`src/rtl/xbar_rr_ordered.sv`:
```
// MASTERS x SLAVES data-bus crossbar with per-slave round-robin arbitration,
// response routing FIFOs, in-order decode-error responses and a per-master ordering guard.
module xbar_rr_ordered #(
  parameter int unsigned DATA_WIDTH        = 32,
  parameter int unsigned MASTER_ADDR_WIDTH = 12,
  parameter int unsigned SLAVE_ADDR_WIDTH  = 10,
  parameter int unsigned MASTERS           = 4,
  parameter int unsigned SLAVES            = 3,
  parameter logic [SLAVES*MASTER_ADDR_WIDTH-1:0] ADDR_MATCH = {12'h800, 12'h400, 12'h000},
  parameter logic [SLAVES*MASTER_ADDR_WIDTH-1:0] ADDR_MASK  = {12'hC00, 12'hC00, 12'hC00},
  parameter int unsigned MAX_OUTSTANDING   = 2,
  parameter logic [DATA_WIDTH-1:0] ERR_RDATA = 32'hDEADBEEF
) (
  input  logic                                  clk,
  input  logic                                  reset,
  input  logic [MASTERS-1:0]                    master_data_req_i,
  input  logic [MASTERS*MASTER_ADDR_WIDTH-1:0]  master_data_addr_i,
  input  logic [MASTERS-1:0]                    master_data_we_i,
  input  logic [MASTERS*DATA_WIDTH/8-1:0]       master_data_be_i,
  input  logic [MASTERS*DATA_WIDTH-1:0]         master_data_wdata_i,
  output logic [MASTERS-1:0]                    master_data_gnt_o,
  output logic [MASTERS-1:0]                    master_data_rvalid_o,
  output logic [MASTERS*DATA_WIDTH-1:0]         master_data_rdata_o,
  output logic [MASTERS-1:0]                    master_data_err_o,
  output logic [SLAVES-1:0]                     slave_data_req_o,
  output logic [SLAVES*SLAVE_ADDR_WIDTH-1:0]    slave_data_addr_o,
  output logic [SLAVES-1:0]                     slave_data_we_o,
  output logic [SLAVES*DATA_WIDTH/8-1:0]        slave_data_be_o,
  output logic [SLAVES*DATA_WIDTH-1:0]          slave_data_wdata_o,
  input  logic [SLAVES-1:0]                     slave_data_gnt_i,
  input  logic [SLAVES-1:0]                     slave_data_rvalid_i,
  input  logic [SLAVES*DATA_WIDTH-1:0]          slave_data_rdata_i
);

  localparam int unsigned BE_WIDTH = DATA_WIDTH / 8;
  localparam int unsigned MAW      = MASTER_ADDR_WIDTH;
  localparam int unsigned SAW      = SLAVE_ADDR_WIDTH;
  localparam int unsigned MW       = (MASTERS > 1) ? $clog2(MASTERS) : 1;
  localparam int unsigned SW       = (SLAVES > 1) ? $clog2(SLAVES) : 1;
  localparam int unsigned PW       = (MAX_OUTSTANDING > 1) ? $clog2(MAX_OUTSTANDING) : 1;
  localparam int unsigned CW       = $clog2(MAX_OUTSTANDING + 1);

  typedef struct packed {
    logic [MAW-1:0]        addr;
    logic                  we;
    logic [BE_WIDTH-1:0]   be;
    logic [DATA_WIDTH-1:0] wdata;
  } req_t;

  req_t                        m_req     [MASTERS];
  logic [SW-1:0]               m_tgt     [MASTERS];
  logic [MASTERS-1:0]          m_hit;
  logic [MASTERS-1:0]          miss_gnt;
  logic [MASTERS-1:0]          m_inc;
  logic [MASTERS-1:0]          m_dec;
  logic [SLAVES-1:0][MASTERS-1:0] elig;
  logic [SLAVES-1:0]           win_valid;
  logic [MW-1:0]               win_idx   [SLAVES];
  logic [SLAVES-1:0]           fifo_full;
  logic [MW-1:0]               fifo_head [SLAVES];
  logic [SLAVES-1:0]           s_req;
  logic [SLAVES-1:0]           s_accept;
  logic [SLAVES-1:0]           s_rsp;

  logic [MW-1:0]               fifo_mem  [SLAVES][MAX_OUTSTANDING];
  logic [PW-1:0]               wr_ptr    [SLAVES];
  logic [PW-1:0]               rd_ptr    [SLAVES];
  logic [CW-1:0]               fifo_cnt  [SLAVES];
  logic [MW-1:0]               rr_ptr    [SLAVES];
  logic [CW-1:0]               out_cnt   [MASTERS];
  logic [SW-1:0]               last_tgt  [MASTERS];
  logic [MASTERS-1:0]          err_pend;

  function automatic logic [MW-1:0] rr_idx(input logic [MW-1:0] base, input int unsigned off);
    return MW'((32'(base) + off) % MASTERS);
  endfunction

  function automatic logic [PW-1:0] ptr_inc(input logic [PW-1:0] p);
    return (32'(p) == MAX_OUTSTANDING - 1) ? '0 : PW'(32'(p) + 1);
  endfunction

  // Unpack master payloads and decode targets; lowest matching slave wins.
  always_comb begin
    for (int m = 0; m < MASTERS; m++) begin
      m_req[m].addr  = master_data_addr_i[m*MAW +: MAW];
      m_req[m].we    = master_data_we_i[m];
      m_req[m].be    = master_data_be_i[m*BE_WIDTH +: BE_WIDTH];
      m_req[m].wdata = master_data_wdata_i[m*DATA_WIDTH +: DATA_WIDTH];
      m_hit[m]       = 1'b0;
      m_tgt[m]       = '0;
      for (int s = SLAVES - 1; s >= 0; s--) begin
        if ((master_data_addr_i[m*MAW +: MAW] & ADDR_MASK[s*MAW +: MAW]) == ADDR_MATCH[s*MAW +: MAW]) begin
          m_hit[m] = 1'b1;
          m_tgt[m] = SW'(s);
        end
      end
      miss_gnt[m] = master_data_req_i[m] && !m_hit[m] && (out_cnt[m] == '0);
    end
  end

  // A master may only add to its outstanding set on the slave it already waits on.
  always_comb begin
    for (int s = 0; s < SLAVES; s++) begin
      for (int m = 0; m < MASTERS; m++) begin
        elig[s][m] = master_data_req_i[m] && m_hit[m] && (m_tgt[m] == SW'(s)) &&
                     (out_cnt[m] < CW'(MAX_OUTSTANDING)) &&
                     ((out_cnt[m] == '0) || (last_tgt[m] == SW'(s)));
      end
    end
  end

  // Round-robin search starting at rr_ptr.
  always_comb begin
    for (int s = 0; s < SLAVES; s++) begin
      win_valid[s] = 1'b0;
      win_idx[s]   = '0;
      for (int unsigned i = 0; i < MASTERS; i++) begin
        if (!win_valid[s] && elig[s][rr_idx(rr_ptr[s], i)]) begin
          win_valid[s] = 1'b1;
          win_idx[s]   = rr_idx(rr_ptr[s], i);
        end
      end
    end
  end

  // Slave-side mux and routing FIFO status.
  always_comb begin
    slave_data_req_o   = '0;
    slave_data_addr_o  = '0;
    slave_data_we_o    = '0;
    slave_data_be_o    = '0;
    slave_data_wdata_o = '0;
    for (int s = 0; s < SLAVES; s++) begin
      fifo_full[s] = (fifo_cnt[s] == CW'(MAX_OUTSTANDING));
      fifo_head[s] = fifo_mem[s][rd_ptr[s]];
      s_req[s]     = win_valid[s] && !fifo_full[s];
      s_accept[s]  = s_req[s] && slave_data_gnt_i[s];
      s_rsp[s]     = slave_data_rvalid_i[s] && (fifo_cnt[s] != '0);
      if (s_req[s]) begin
        slave_data_req_o[s]                           = 1'b1;
        slave_data_addr_o[s*SAW +: SAW]               = m_req[win_idx[s]].addr[SAW-1:0];
        slave_data_we_o[s]                            = m_req[win_idx[s]].we;
        slave_data_be_o[s*BE_WIDTH +: BE_WIDTH]       = m_req[win_idx[s]].be;
        slave_data_wdata_o[s*DATA_WIDTH +: DATA_WIDTH] = m_req[win_idx[s]].wdata;
      end
    end
  end

  // Master-side grant and response steering.
  always_comb begin
    master_data_gnt_o    = '0;
    master_data_rvalid_o = '0;
    master_data_rdata_o  = '0;
    master_data_err_o    = '0;
    m_inc                = '0;
    m_dec                = '0;
    for (int m = 0; m < MASTERS; m++) begin
      if (miss_gnt[m]) begin
        master_data_gnt_o[m] = 1'b1;
        m_inc[m]             = 1'b1;
      end
      if (err_pend[m]) begin
        master_data_rvalid_o[m]                         = 1'b1;
        master_data_err_o[m]                            = 1'b1;
        master_data_rdata_o[m*DATA_WIDTH +: DATA_WIDTH] = ERR_RDATA;
        m_dec[m]                                        = 1'b1;
      end
      for (int s = 0; s < SLAVES; s++) begin
        if (s_accept[s] && (win_idx[s] == MW'(m))) begin
          master_data_gnt_o[m] = 1'b1;
          m_inc[m]             = 1'b1;
        end
        if (s_rsp[s] && (fifo_head[s] == MW'(m))) begin
          master_data_rvalid_o[m]                         = 1'b1;
          master_data_rdata_o[m*DATA_WIDTH +: DATA_WIDTH] = slave_data_rdata_i[s*DATA_WIDTH +: DATA_WIDTH];
          m_dec[m]                                        = 1'b1;
        end
      end
    end
  end

  always_ff @(posedge clk or negedge reset) begin
    if (!reset) begin
      for (int s = 0; s < SLAVES; s++) begin
        for (int d = 0; d < MAX_OUTSTANDING; d++) begin
          fifo_mem[s][d] <= '0;
        end
        wr_ptr[s]   <= '0;
        rd_ptr[s]   <= '0;
        fifo_cnt[s] <= '0;
        rr_ptr[s]   <= '0;
      end
      for (int m = 0; m < MASTERS; m++) begin
        out_cnt[m]  <= '0;
        last_tgt[m] <= '0;
      end
      err_pend <= '0;
    end else begin
      for (int s = 0; s < SLAVES; s++) begin
        if (s_accept[s]) begin
          fifo_mem[s][wr_ptr[s]] <= win_idx[s];
          wr_ptr[s]              <= ptr_inc(wr_ptr[s]);
          rr_ptr[s]              <= rr_idx(win_idx[s], 1);
          last_tgt[win_idx[s]]   <= SW'(s);
        end
        if (s_rsp[s]) begin
          rd_ptr[s] <= ptr_inc(rd_ptr[s]);
        end
        if (s_accept[s] && !s_rsp[s]) begin
          fifo_cnt[s] <= fifo_cnt[s] + CW'(1);
        end else if (!s_accept[s] && s_rsp[s]) begin
          fifo_cnt[s] <= fifo_cnt[s] - CW'(1);
        end
      end
      for (int m = 0; m < MASTERS; m++) begin
        if (m_inc[m] && !m_dec[m]) begin
          out_cnt[m] <= out_cnt[m] + CW'(1);
        end else if (!m_inc[m] && m_dec[m]) begin
          out_cnt[m] <= out_cnt[m] - CW'(1);
        end
      end
      err_pend <= miss_gnt;
    end
  end

endmodule
```
`config.mk`:
```
export PLATFORM = sky130hd
export DESIGN_NAME = xbar_rr_ordered
export DESIGN_NICKNAME = d
export VERILOG_FILES = /design/src/rtl/xbar_rr_ordered.sv
export SDC_FILE = /design/constraint.sdc
export NUM_CORES = 1
export LEC_CHECK = 0
export ABC_AREA = 0
export CAP_MARGIN = 0
export CELL_PAD_IN_SITES_DETAIL_PLACEMENT = 2
export CELL_PAD_IN_SITES_GLOBAL_PLACEMENT = 2
export CORE_AREA = 3 3 225 227
export CTS_CLUSTER_DIAMETER = 200
export DETAILED_ROUTE_END_ITERATION = 7
export DIE_AREA = 0 0 228 230
export PLACE_DENSITY = 0.95
export SYNTH_ARGS = -nofsm -noshare
export SYNTH_HDL_FRONTEND = slang
export SYNTH_SLANG_ARGS = --single-unit
```
`constraint.sdc`:
```
create_clock -name clk -period 4.81 [get_ports clk]
set_input_delay 0.481 -clock clk [delete_from_list [all_inputs] [get_ports clk]]
set_output_delay 0.481 -clock clk [all_outputs]
set_load 0.05 [all_outputs]
```
# Word level (Yosys, flattened, before mapping)
# Index checks and enable logic that the tools add are counted.
totals:
  wordCells: 527
  register_bits: 50
  output_inout_bits: 284
  input_bits: 304
classes:
  n_reduce_logical: 184
  n_bitwise: 17
  n_eq_ne: 45
  muxes: 191
  n_lt_le_gt_ge: 31
  addsub: 32
ops:
  columns: ["cell", "n"]
  rows:
  - ["32-bit 2-to-1 mux", 19]
  - ["49-bit binary-select mux with 2-bit select", 3]
  - ["47-bit 2-to-1 mux", 6]
  - ["1-bit logical AND", 110]
  - ["2-bit 2-to-1 mux", 53]
  - ["1-bit 2-to-1 mux", 80]
  - ["2-bit == test, second input constant", 27]
  - ["12-bit zero test", 4]
  - ["2-bit by 1-bit == test with 1-bit output, second input constant", 18]
  - ["2-bit zero test", 18]
  - ["2-bit by 3-bit less-than comparator with 1-bit output, second input constant", 12]
  - ["1-bit zero test", 30]
  - ["10-bit 2-to-1 mux", 3]
  - ["2-bit by 1-bit adder with 2-bit output, second input constant", 13]
  - ["1-bit binary-select mux with 2-bit select", 12]
  - ["8-bit 2-to-1 mux", 3]
  - ["2-bit nonzero test", 10]
  - ["2-bit by 1-bit subtractor with 2-bit output, second input constant", 7]
  - ["2-bit adder, second input constant", 6]
  - ["4-bit bitwise mux", 3]
  - ["2-bit demux with 2-bit select", 3]
  - ["2-bit greater-or-equal comparator, second input constant", 6]
  - ["1-bit logical OR", 12]
  - ["4-bit 2-to-1 mux", 3]
  - ["13 further kinds", 39]

# Logic depth before layout (Yosys ltp)
# Gate-level depths: netlist (run 1).
depth:
  depth_word: 32
  ltp_mapped: 17
  depth_no_buf: 14

# Worst setup path before layout (run 1)
# OpenSTA, ideal clock, no wires.
synth_timing:
  kind: "input -> output"
  from: "input port master_data_addr_i[10]"
  to: "output port slave_data_addr_o[22]"
  t_required_ps: 4329
  slack_ps: 1058
  t_arrival_ps: 3271
  cell_stages: 7
  path_cell_list: "ha_1 -> nor3b_1 -> o211ai_1 -> a41oi_2 -> clkbuf_1 -> o221ai_1 -> a21oi_1"
synth_between:
  elab_chain_len: 25
synth_rtl:
  columns: ["element", "line", "source"]
  rows:
  - ["start, declared", "17", "input logic [MASTERS*MASTER_ADDR_WIDTH-1:0] master_data_addr_i,"]
  - ["2-bit == test", "92", "if ((master_data_addr_i[m*MAW +: MAW] & ADDR_MASK[s*MAW +: MAW]) == ADDR_MATCH[s*MAW +: MAW]) begin"]
  - ["2-bit 2-to-1 mux or 1-bit 2-to-1 mux (tied branches) (3 in series)", "92", null]
  - ["2-bit == test or 1-bit logical AND (tied branches)", "105", "elig[s][m] = master_data_req_i[m] && m_hit[m] && (m_tgt[m] == SW'(s)) &&"]
  - ["1-bit logical AND * (2 in series)", "105", null]
  - ["1-bit logical AND *", "106", "(out_cnt[m] < CW'(MAX_OUTSTANDING)) &&"]
  - ["1-bit binary-select mux with 2-bit select", "118", "if (!win_valid[s] && elig[s][rr_idx(rr_ptr[s], i)]) begin"]
  - ["1-bit 2-to-1 mux (implied by the code)", "118", null]
  - ["1-bit 2-to-1 mux", "118", null]
  - ["[5 not listed]", null, null]
  - ["1-bit 2-to-1 mux", "118", null]
  - ["1-bit zero test", "118", null]
  - ["1-bit logical AND", "118", null]
  - ["2-bit 2-to-1 mux", "118", null]
  - ["2-bit NOT with 3-bit output (implied by the code)", "141", "slave_data_addr_o[s*SAW +: SAW] = m_req[win_idx[s]].addr[SAW-1:0];"]
  - ["49-bit binary-select mux with 2-bit select", "141", null]
  - ["47-bit 2-to-1 mux (2 in series)", null, null]
  - ["10-bit 2-to-1 mux *", "139", "if (s_req[s]) begin"]
  - ["end, declared", "26", "output logic [SLAVES*SLAVE_ADDR_WIDTH-1:0] slave_data_addr_o,"]
# Every way passes the cells marked *; elsewhere a longest branch is shown, timed or not. The select of a mux whose other input is x is not followed.

# Final worst setup path (run 1)
layout_timing:
  from: "input port master_data_addr_i[46]"
  to: "output port slave_data_addr_o[16]"
layout_between:
  elab_chain_len: 25
layout_rtl:
  columns: ["element", "line"]
  rows:
  - ["2-bit == test", "92"]
  - ["2-bit 2-to-1 mux or 1-bit 2-to-1 mux (tied branches) (3 in series)", "92"]
  - ["2-bit by 1-bit == test with 1-bit output or 1-bit logical AND (tied branches)", "105"]
  - ["1-bit logical AND * (2 in series)", "105"]
  - ["1-bit logical AND *", "106"]
  - ["1-bit binary-select mux with 2-bit select", "118"]
  - ["1-bit 2-to-1 mux (implied by the code)", "118"]
  - ["1-bit 2-to-1 mux", "118"]
  - ["[5 not listed]", null]
  - ["1-bit 2-to-1 mux", "118"]
  - ["1-bit zero test", "118"]
  - ["1-bit logical AND", "118"]
  - ["2-bit 2-to-1 mux", "118"]
  - ["2-bit NOT with 3-bit output (implied by the code)", "141"]
  - ["49-bit binary-select mux with 2-bit select", "141"]
  - ["47-bit 2-to-1 mux (2 in series)", null]
  - ["10-bit 2-to-1 mux *", "139"]
# Marks and branches as above.

==> results of run 1 <==
## sequential cells by signal, indices dropped and copies added (netlist names)
register / count
fifo_cnt: 6
err_pend: 4
rr_ptr: 6
wr_ptr: 3
out_cnt: 8
rd_ptr: 3
last_tgt: 8
fifo_mem: 12
## cell families after synthesis
logic type	synth area share [%]
buffers and inverters	7.81
DFF	12.4
xor gates and xnor gates	2.35
muxes	22.6
AOI/OAI and AO/OA	39.0
adders and majority gates	3.86
and+or+nand+nor	11.9
## metal layers
| metal | GRT usage, % | wire length [um] | vias to the layer above |
|---|---|---|---|
| met5 | 0 | 120 | - |
| met4 | 16.7 | 5530 | 14 |
| met3 | 6.44 | 5730 | 196 |
| met2 | 50.6 | 39100 | 745 |
| met1 | 28.4 | 26600 | 7317 |
| li1 | - | - | 6277 |
## cell type report
class,instances,area (um2),share of cell area (%)
Clock inverter,2,37.5,0.217
Inverter,33,124,0.716
Sequential cell,50,1250,7.23
Timing Repair Buffer,645,6740,38.9
Tap cell,664,831,4.80
Antenna cell,16,40.0,0.231
Clock buffer,6,129,0.745
Multi-Input combinational cell,1141,8150,47.1
## worst max-delay path: stages
cell	delay [ps]
clkdlybuf4s50_1	460
ha_1	290
nor3b_1	440
o211ai_1	340
o311a_1	240
nor2_4	310
buf_12	370
mux2i_1	130
o31ai_1	670
buf_4	330
## report_power, final
group          total [uW]  leakage, uW  switching (uW)  internal (uW)
logic                8380      0.00578            5560           2820
clock network         410    0.0000772             164            246
registers             845     0.000628             256            590
## final timing paths
| kind | end | from | depth (start not counted) | slack [ps] |
|---|---|---|---|---|
| worst min register to register | wr_ptr[2]$_DFFE_PN0N_ | wr_ptr[2]$_DFFE_PN0N_ | 1 | 500 |
| min in group clk | wr_ptr[2]$_DFFE_PN0N_ | wr_ptr[2]$_DFFE_PN0N_ | 1 | 500 |
| worst max register to register | out_cnt[5]$_DFFE_PN0P_ | out_cnt[1]$_DFFE_PN0P_ | 12 | 1050 |
| max in group asynchronous | fifo_cnt[3]$_DFFE_PN0P_ | reset | 2 | 4030 |
| worst max-delay path | slave_data_addr_o[16] | master_data_addr_i[46] | 10 | 210 |
| worst min-delay path | out_cnt[3]$_DFFE_PN0P_ | reset | 2 | 310 |
## cell usage in the layout (no fill, tap or decap), types with 31 or more instances in the layout
cell type        Yosys  layout
o221ai_1            47      47
o22ai_1             49      49
nor2_1             128     124
inv_1               32      32
a21oi_1             93      90
o31ai_1             42      42
ha_1                31      31
buf_12               0      66
nand2_1             81      79
a22oi_1            153     153
dfrtp_1             50      50
clkdlybuf4s50_1      0     429
mux2i_1            219     219
buf_4               10     149
o21ai_0            147     144
## stage by stage
stage,total power [uW],std cells,utilization (%),worst slack [ps],instance area (um2)
floorplan,5790,1356,-,1060,10100
global placement,8970,2533,35.0,384,17100
detailed placement,9190,2533,35.0,187,17100
CTS,9630,2541,35.3,172,17300
global route,10000,2552,35.4,12.5,17300
finish,9640,2557,35.4,208,17300
==> impl_metrics.yaml, run 1 <==
outcome:
  status: "completed"
die:
  die_x_um: 228
  core_area_um2: 48800
  dieArea_um2: 52400
  dieHeight_um: 230
  rows: 81
  start_util_pct: 20.6
  pin_count: 588
sta:
  final-max-slew-violation-count: 0
  slew_headroom_pct: 10.3
  rsz0062_at_grt: "no"
  finalHoldViolations: 0
  fmax_mhz: 217
  fin_worst_skew_ps: 5.79
  setup_violations: 0
  period_minus_slack_ps: 4600
  tightest_slew_ps: 1340
  period_share_pct: 95.7
  finalSetupTns_ps: 0
  hold_ws_ps: 315
clock_network:
  clock-sinks: 50
  clockBufferDepth: 2
  post_cts_buffers: 0
  clock_latency_ps: 300
  cts_made_buffers: 5
  cts-resized-gates: 0
  clk_pin_slew_worst_paths_ps: 70
  cts_root_buf: "clkbuf_16"
  ctsHoldBuffers: 0
  h-tree-depth: 2
  cts_tree: "done"
route:
  wire_per_inst_um: 30.1
  via_per_inst: 5.69
  routed_wl_um: 77000
  drcViolationCount: 0
  drtAntennaViolNets: 0
  via_count: 14500
  drt_iter0_markers: 888
  drt_pass1_iterations: 5
logic_synthesis:
  synth_ff_type: "dfrtp_1"
  synthesis.nets: 1691
  ys_ff_latch: 50
  syn_area_um2: 10100
  async_reset_ff_share_pct: 100
  syn-mean-instance-area_um2: 7.42
  syn_inst: 1356
  yosys.cell_count.top_type: "mux2i_1"
  synth-seq-area-share_pct: 12.4
  ys_types: 60
  yosys_warnings: 0
  synth_edf_count: 0
  synth_top_area_share_pct: 21.8
  yosysTopAreaCell: "mux2i_1"
  synth_common_cells: "mux2i_1, a22oi_1, o21ai_0"
  synthTopCellsByArea: "mux2i_1, dfrtp_1, a22oi_1, o21ai_0, nor2_1"
global_routing:
  gr-usage-all-layers_pct: 27.6
  antenna_found_initial: 32
  grt_overflow: 0
  grt_pass1_wl_um: 111000
  grt_pass1_vias: 15700
  grt_max_degree: 55
setup_path:
  critPathKind: "input pin to primary output"
  worstPathArrival_ps: 4120
  cp_max_fo: 47
  cp-end-kind: "primary output"
  required_ps: 4330
  crit_path_start_kind: "input pin"
place:
  place_congestion: 0.954
  portBuffers: 587
  place_hpwl_um: 62000
final_layout:
  areaGrowthSynthToFinish_pct: 72.1
  nNetsFinal: 2211
  n_fill_cell: 5564
  drive_above_1_share_pct: 14.3
power_and_ir_drop:
  max-vdd-ir-drop_uv: 207
  power.density_nw_per_um2: 557
  leakage_uw: 0.00648
flow_run:
  cap_viol_max_count: 0
worst_hold_path:
  hold_path.class: "input pin to asynchronous set/reset pin"
(Power assumes the default switching activity.)
==> inputs of run 2 (changes only) <==
ABC_AREA = 1   (was 0)
CORE_AREA = not set   (was 3 3 225 227)
CORE_MARGIN = 3   (was not set)
CORE_UTILIZATION = 21   (was not set)
DIE_AREA = not set   (was 0 0 228 230)
RECOVER_POWER = 25   (was not set)
==> impl_metrics.yaml, run 2 <==
clock_network:
  h-tree-depth: 2
  post_cts_buffers: 0
  cts_made_buffers: 5
  cts_root_buf: "clkbuf_16"
  cts_tree: "done"
  ctsHoldBuffers: 0
  clock_latency_ps: 300
  clockBufferDepth: 2
  clk_pin_slew_worst_paths_ps: 70
  cts-resized-gates: 0
  clock-sinks: 50
final_layout:
  largest_register_ffs: 12
  largest-register: "fifo_mem"
  multi_input_area_um2: 9570
  drive_above_1_share_pct: 11.2
  nNetsFinal: 3318
  fin_cells: 3790
  n_fill_cell: 7303
  areaGrowthSynthToFinish_pct: 63.9
  reg_top3: "fifo_mem x12, last_tgt x8, out_cnt x8"
  finish.instance_area_um2: 20900
  mostFrequentLayoutCells: "nand2_1, nor2_1, clkdlybuf4s50_1"
  final_common_cell: "nand2_1"
  ff_latch_area_um2: 1250
sta:
  setup_violations: 0
  finalHoldViolations: 0
  period_minus_slack_ps: 4650
  tightest_slew_ps: 2870
  final-max-slew-violation-count: 51
  rsz0062_at_grt: "no"
  finalSetupTns_ps: 0
  fmax_mhz: 215
  fin_worst_skew_ps: 7.91
  setup_slack_ps: 161
  period_share_pct: 96.7
  slew_headroom_pct: -91.6
logic_synthesis:
  yosys.cell_count.top_type: "nand2_1"
  yosysTopAreaCell: "nand2_1"
  ys_ff_latch: 50
  syn_inst: 2514
  syn_area_um2: 12800
  synthTopCellsByArea: "nand2_1, nor2_1, nand3_1, dfrtp_1, inv_1"
  synth_edf_count: 0
  synth_ff_type: "dfrtp_1"
  ys_types: 36
  synth_common_cells: "nand2_1, nor2_1, nand3_1"
  synth-seq-area-share_pct: 9.80
  synth_top_area_share_pct: 21.5
  syn-mean-instance-area_um2: 5.08
  yosys_warnings: 0
  synthesis.nets: 2849
  async_reset_ff_share_pct: 100
global_routing:
  grt_pass1_wl_um: 151000
  grt_pass1_vias: 23100
  grt_max_degree: 111
  antenna_found_initial: 46
  gr-usage-all-layers_pct: 30.6
  grt_overflow: 0
route:
  drt_pass1_iterations: 5
  drtAntennaViolNets: 0
  via_count: 21000
  via_per_inst: 5.55
  wire_per_inst_um: 27.3
  drcViolationCount: 0
  drt_iter0_markers: 1459
  routed_wl_um: 103000
setup_path:
  reg2regPathDepth: 16
  path_cells: "dlygate4sd3_1, ha_1, inv_1, nand2_1, nor2_1, nand3_1, nand3_1, nand2_1, nand4_1, buf_4, nand4_1, nand3_1, nand2_1, nor2_1, buf_12"
  cp_slowest_cell: "dlygate4sd3_1"
  cp-end-kind: "primary output"
  required_ps: 4330
  crit_path_start_kind: "input pin"
  crit_end: "slave_data_wdata_o[46]"
  slowest_delay_ps: 620
  r2r_start: "out_cnt[3]$_DFFE_PN0P_"
  worstPathArrival_ps: 4170
  ff2ff_setup_slack_ps: 1120
  critPathLaunch: "master_data_addr_i[35]"
  cp_max_fo: 47
  critPathKind: "input pin to primary output"
  r2r_end: "out_cnt[3]$_DFFE_PN0P_"
place:
  dpl_worst_slack_ps: 418
  dpl_cell_area_um2: 20700
  place_congestion: 0.916
  placed_cells: 3749
  portBuffers: 587
  place_hpwl_um: 79400
power_and_ir_drop:
  combPwrFrac_pct: 40.0
  leakage_uw: 0.00991
  max-vdd-ir-drop_uv: 115
  sw_frac_of_total_pct: 32.7
  power_uw: 1320
  internal_power_uw: 890
  power.density_nw_per_um2: 63.2
  clkPwrFrac_pct: 28.2
  p_switching_uw: 432
  seq_power_share_pct: 31.8
die:
  start_util_pct: 21.4
  dieHeight_um: 253
  core_area_um2: 59600
  rows: 89
  pin_count: 588
  dieArea_um2: 63800
  die_x_um: 253
outcome:
  violations: "max-capacitance violations, max-slew violations"
  status: "finished with violations"
worst_hold_path:
  hold_path.class: "register to register"
flow_run:
  cap_viol_max_count: 1
-- run 2: cell types whose count changed in the layout (fill, tap and decap cells not counted), sizes merged, moves of 48 or more --
cell,before,now
a21oi,93,38
mux2i,219,0
o31ai,49,0
a22oi,153,0
nand4,3,111
nand2,81,742
clkdlybuf4s50,429,371
buf,216,264
inv,33,271
nor2,129,469
nand3,12,330
-- run 2: logic make-up (layout without fill, tap and decap cells) --
family / after synthesis / after routing / synth area share, %
other: 0 / 33 / 0
AO/OA/AOI/OAI: 284 / 284 / 14.1
multiplexers: 8 / 8 / 0.705
adder cells (fa/ha/maj): 31 / 31 / 3.04
flip-flops: 50 / 50 / 9.80
AND/OR/NAND/NOR: 1663 / 1663 / 55.0
buffers and inverters: 459 / 929 / 15.8
XOR/XNOR: 19 / 19 / 1.60
-- run 2: stage by stage --
stage | utilization (%) | hold WS [ps]
6_report | 35.1 | 495
5_1_grt | 35.1 | 521
4_1_cts | 35.1 | 340
3_5_place_dp | 34.8 | 488
3_3_place_gp | 34.8 | 470
2_1_floorplan | - | 185
-- run 2: worst min-delay path by stage --
stage,to,slack [ps],startpoint,depth (start not counted)
after floorplan,err_pend[0]$_DFF_PN0_,190,reset,0
after global placement,fifo_mem[7]$_DFFE_PN0P_,470,fifo_mem[7]$_DFFE_PN0P_,2
after detailed placement,out_cnt[0]$_DFFE_PN0P_,490,out_cnt[0]$_DFFE_PN0P_,1
after CTS,rr_ptr[3]$_DFFE_PN0P_,340,reset,2
after global routing,fifo_cnt[1]$_DFFE_PN0P_,520,fifo_cnt[1]$_DFFE_PN0P_,1
final,fifo_cnt[4]$_DFFE_PN0P_,490,fifo_cnt[4]$_DFFE_PN0P_,1
-- run 2: layout make-up --
class	count	share of cell area, %
Multi-Input combinational cell	2005	45.7
Clock buffer	5	0.598
Inverter	270	4.84
Sequential cell	50	5.98
Timing Repair Buffer	651	37.7
Tap cell	773	4.62
Antenna cell	33	0.395
Clock inverter	3	0.114
-- run 2: power by group through the flow --
stage	Clock (uW)	Combinational (uW)	Sequential, uW
floorplan	0	126	428
global placement	0	489	428
detailed placement	0	520	428
CTS	379	523	420
global route	395	569	420
finish	373	529	420
-- run 2: critical path, delay by kind of cell --
family                   cells  cell delay (ps)
AND/OR/NAND/NOR             10             1870
adder cells (fa/ha/maj)      1              240
buffers and inverters        4             1500
-- run 2: metal layers --
layer / share of wire, % / track usage, % / vias to the layer above
met5: 0.13 / 0 / -
met4: 6.3 / 16.9 / 22
met3: 8.7 / 8.26 / 331
met2: 49 / 54.3 / 1029
met1: 36 / 33.0 / 10500
li1: - / - / 9158
==> inputs of run 3 (changes only) <==
==> constraint.sdc (replaced) <==
create_clock -name clk -period 4.81 [get_ports clk]
set_input_delay 0.7215 -clock clk [delete_from_list [all_inputs] [get_ports clk]]
set_output_delay 0.7215 -clock clk [all_outputs]
set_load 0.05 [all_outputs]
==> impl_metrics.yaml, run 3 (same netlist as run 2, synthesis figures left out) <==
sta:
  setup_violations: 0
  period_minus_slack_ps: 4770
  slew_headroom_pct: -92.6
  setup_slack_ps: 44.0
  tightest_slew_ps: 2890
  finalHoldViolations: 0
  fmax_mhz: 210
  fin_worst_skew_ps: 5.69
  hold_ws_ps: 499
  final-max-slew-violation-count: 51
  period_share_pct: 99.1
flow_run:
  cap_viol_max_count: 1
outcome:
  status: "finished with violations"
  violations: "max-capacitance violations, max-slew violations"
route:
  via_per_inst: 5.66
  drcViolationCount: 0
  drtAntennaViolNets: 0
  routed_wl_um: 112000
  drt_pass1_iterations: 5
  drt_iter0_markers: 1654
  wire_per_inst_um: 29.3
  via_count: 21600
place:
  portBuffers: 587
  place_hpwl_um: 85100
  dpl_worst_slack_ps: 87.3
  place_congestion: 0.933
setup_path:
  worstPathArrival_ps: 4040
  r2r_start: "rr_ptr[4]$_DFFE_PN0N_"
  required_ps: 4090
  critPathLaunch: "master_data_addr_i[34]"
  r2r_end: "out_cnt[1]$_DFFE_PN0P_"
  crit_path_start_kind: "input pin"
  cp_max_fo: 52
  ff2ff_setup_slack_ps: 900
  critPathKind: "input pin to primary output"
  crit_end: "slave_data_wdata_o[52]"
  reg2regPathDepth: 19
  cp-end-kind: "primary output"
final_layout:
  final_common_cell: "nand2_1"
  areaGrowthSynthToFinish_pct: 75.4
  reg_top3: "fifo_mem x12, last_tgt x8, out_cnt x8"
  mostFrequentLayoutCells: "nand2_1, nor2_1, nand3_1"
  largest_register_ffs: 12
  n_fill_cell: 7145
  largest-register: "fifo_mem"
  drive_above_1_share_pct: 15.3
  nNetsFinal: 3340
die:
  dieArea_um2: 63800
  core_area_um2: 59600
  pin_count: 588
  dieHeight_um: 253
  rows: 89
  start_util_pct: 21.4
  die_x_um: 253
global_routing:
  antenna_found_initial: 41
  grt_pass1_wl_um: 159000
  grt_pass1_vias: 23700
  gr-usage-all-layers_pct: 32.8
  grt_overflow: 0
  grt_max_degree: 63
clock_network:
  ctsHoldBuffers: 0
  clock-sinks: 50
  clock_latency_ps: 310
  cts_tree: "done"
  clockBufferDepth: 2
  cts_made_buffers: 5
  h-tree-depth: 2
  clk_pin_slew_worst_paths_ps: 70
  cts_root_buf: "clkbuf_16"
power_and_ir_drop:
  power_uw: 1400
  leakage_uw: 0.0105
  max-vdd-ir-drop_uv: 120
  power.density_nw_per_um2: 62.3
worst_hold_path:
  hold_path.class: "register to register"
## run 3: changes by cell type in the layout (fill, tap and decap cells not counted), moves of 4 or more
cell             delta
nor2_2             +23
clkbuf_1            -8
buf_4               -6
clkdlybuf4s50_1    -66
nor2_1             -23
buf_12             +99
diode_2             +4
## run 3: how the worst min path moves through the flow
stage / slack, ps / endpoint / from / depth (start not counted)
after global placement: 460 / fifo_mem[10]$_DFFE_PN0P_ / fifo_mem[10]$_DFFE_PN0P_ / 2
final: 500 / out_cnt[4]$_DFFE_PN0P_ / out_cnt[4]$_DFFE_PN0P_ / 1
after detailed placement: 490 / out_cnt[2]$_DFFE_PN0P_ / out_cnt[2]$_DFFE_PN0P_ / 1
after CTS: 500 / out_cnt[4]$_DFFE_PN0P_ / out_cnt[4]$_DFFE_PN0P_ / 1
after global routing: 520 / fifo_cnt[3]$_DFFE_PN0P_ / fifo_cnt[3]$_DFFE_PN0P_ / 1
after floorplan: 430 / err_pend[0]$_DFF_PN0_ / reset / 0
## run 3: where the power goes
group / internal, uW / total (uW) / switching, uW
clock network: 249 / 436 / 187
logic: 275 / 540 / 265
registers: 420 / 420 / 0
total: 944 / 1400 / 451
## run 3: cell type report
type                            count  area [um2]  share of cell area, %
Timing Repair Buffer              673        9250                   41.3
Clock inverter                      3        47.5                  0.212
Sequential cell                    50        1250                   5.59
Tap cell                          773         967                   4.32
Multi-Input combinational cell   2005        9650                   43.1
Inverter                          270        1010                   4.53
Clock buffer                        5         125                  0.559
Antenna cell                       37        92.6                  0.413
## run 3: worst max-delay path: stages
cell and delay (ps):
clkdlybuf4s50_1 460, ha_1 260, inv_1 60, nand2_1 100
nor2_2 250, nand3_1 230, nand3_1 190, nand2_2 120
nand2_2 110, nand3_2 120, nand3_4 220, buf_12 280
nand2_1 120, nand3_1 100, nand2_1 80, nor2_1 360
buf_12 210
## run 3: timing repair
item | CTS | global route
endpoints found under the hold margin | 0 | 0
pin swaps | 0 | 3
resized for setup | 1 | 31
setup endpoints to repair | 1 | 97
gates cloned | 0 | 2
buffers inserted | 0 | 8
## run 3: metrics by stage
stage / area [um2] / TNS, ps / std cells / utilization (%)
final: 22400 / 0 / 3816 / 37.6
after global routing: 22400 / -450 / 3813 / 37.6
after CTS: 22100 / 0 / 3769 / 37.1
after detailed placement: 21900 / 0 / 3761 / 36.8
after global placement: 21900 / 0 / 3761 / 36.8
after floorplan: 12800 / 0 / 2514 / -
## run 3: layer usage
metal / part of all wire [%] / global-route usage [%] / vias up
met5: 0.082 / 0 / -
met4: 8.0 / 20.4 / 12
met3: 9.2 / 8.98 / 432
met2: 48 / 58.1 / 1172
met1: 34 / 34.4 / 10800
li1: - / - / 9197
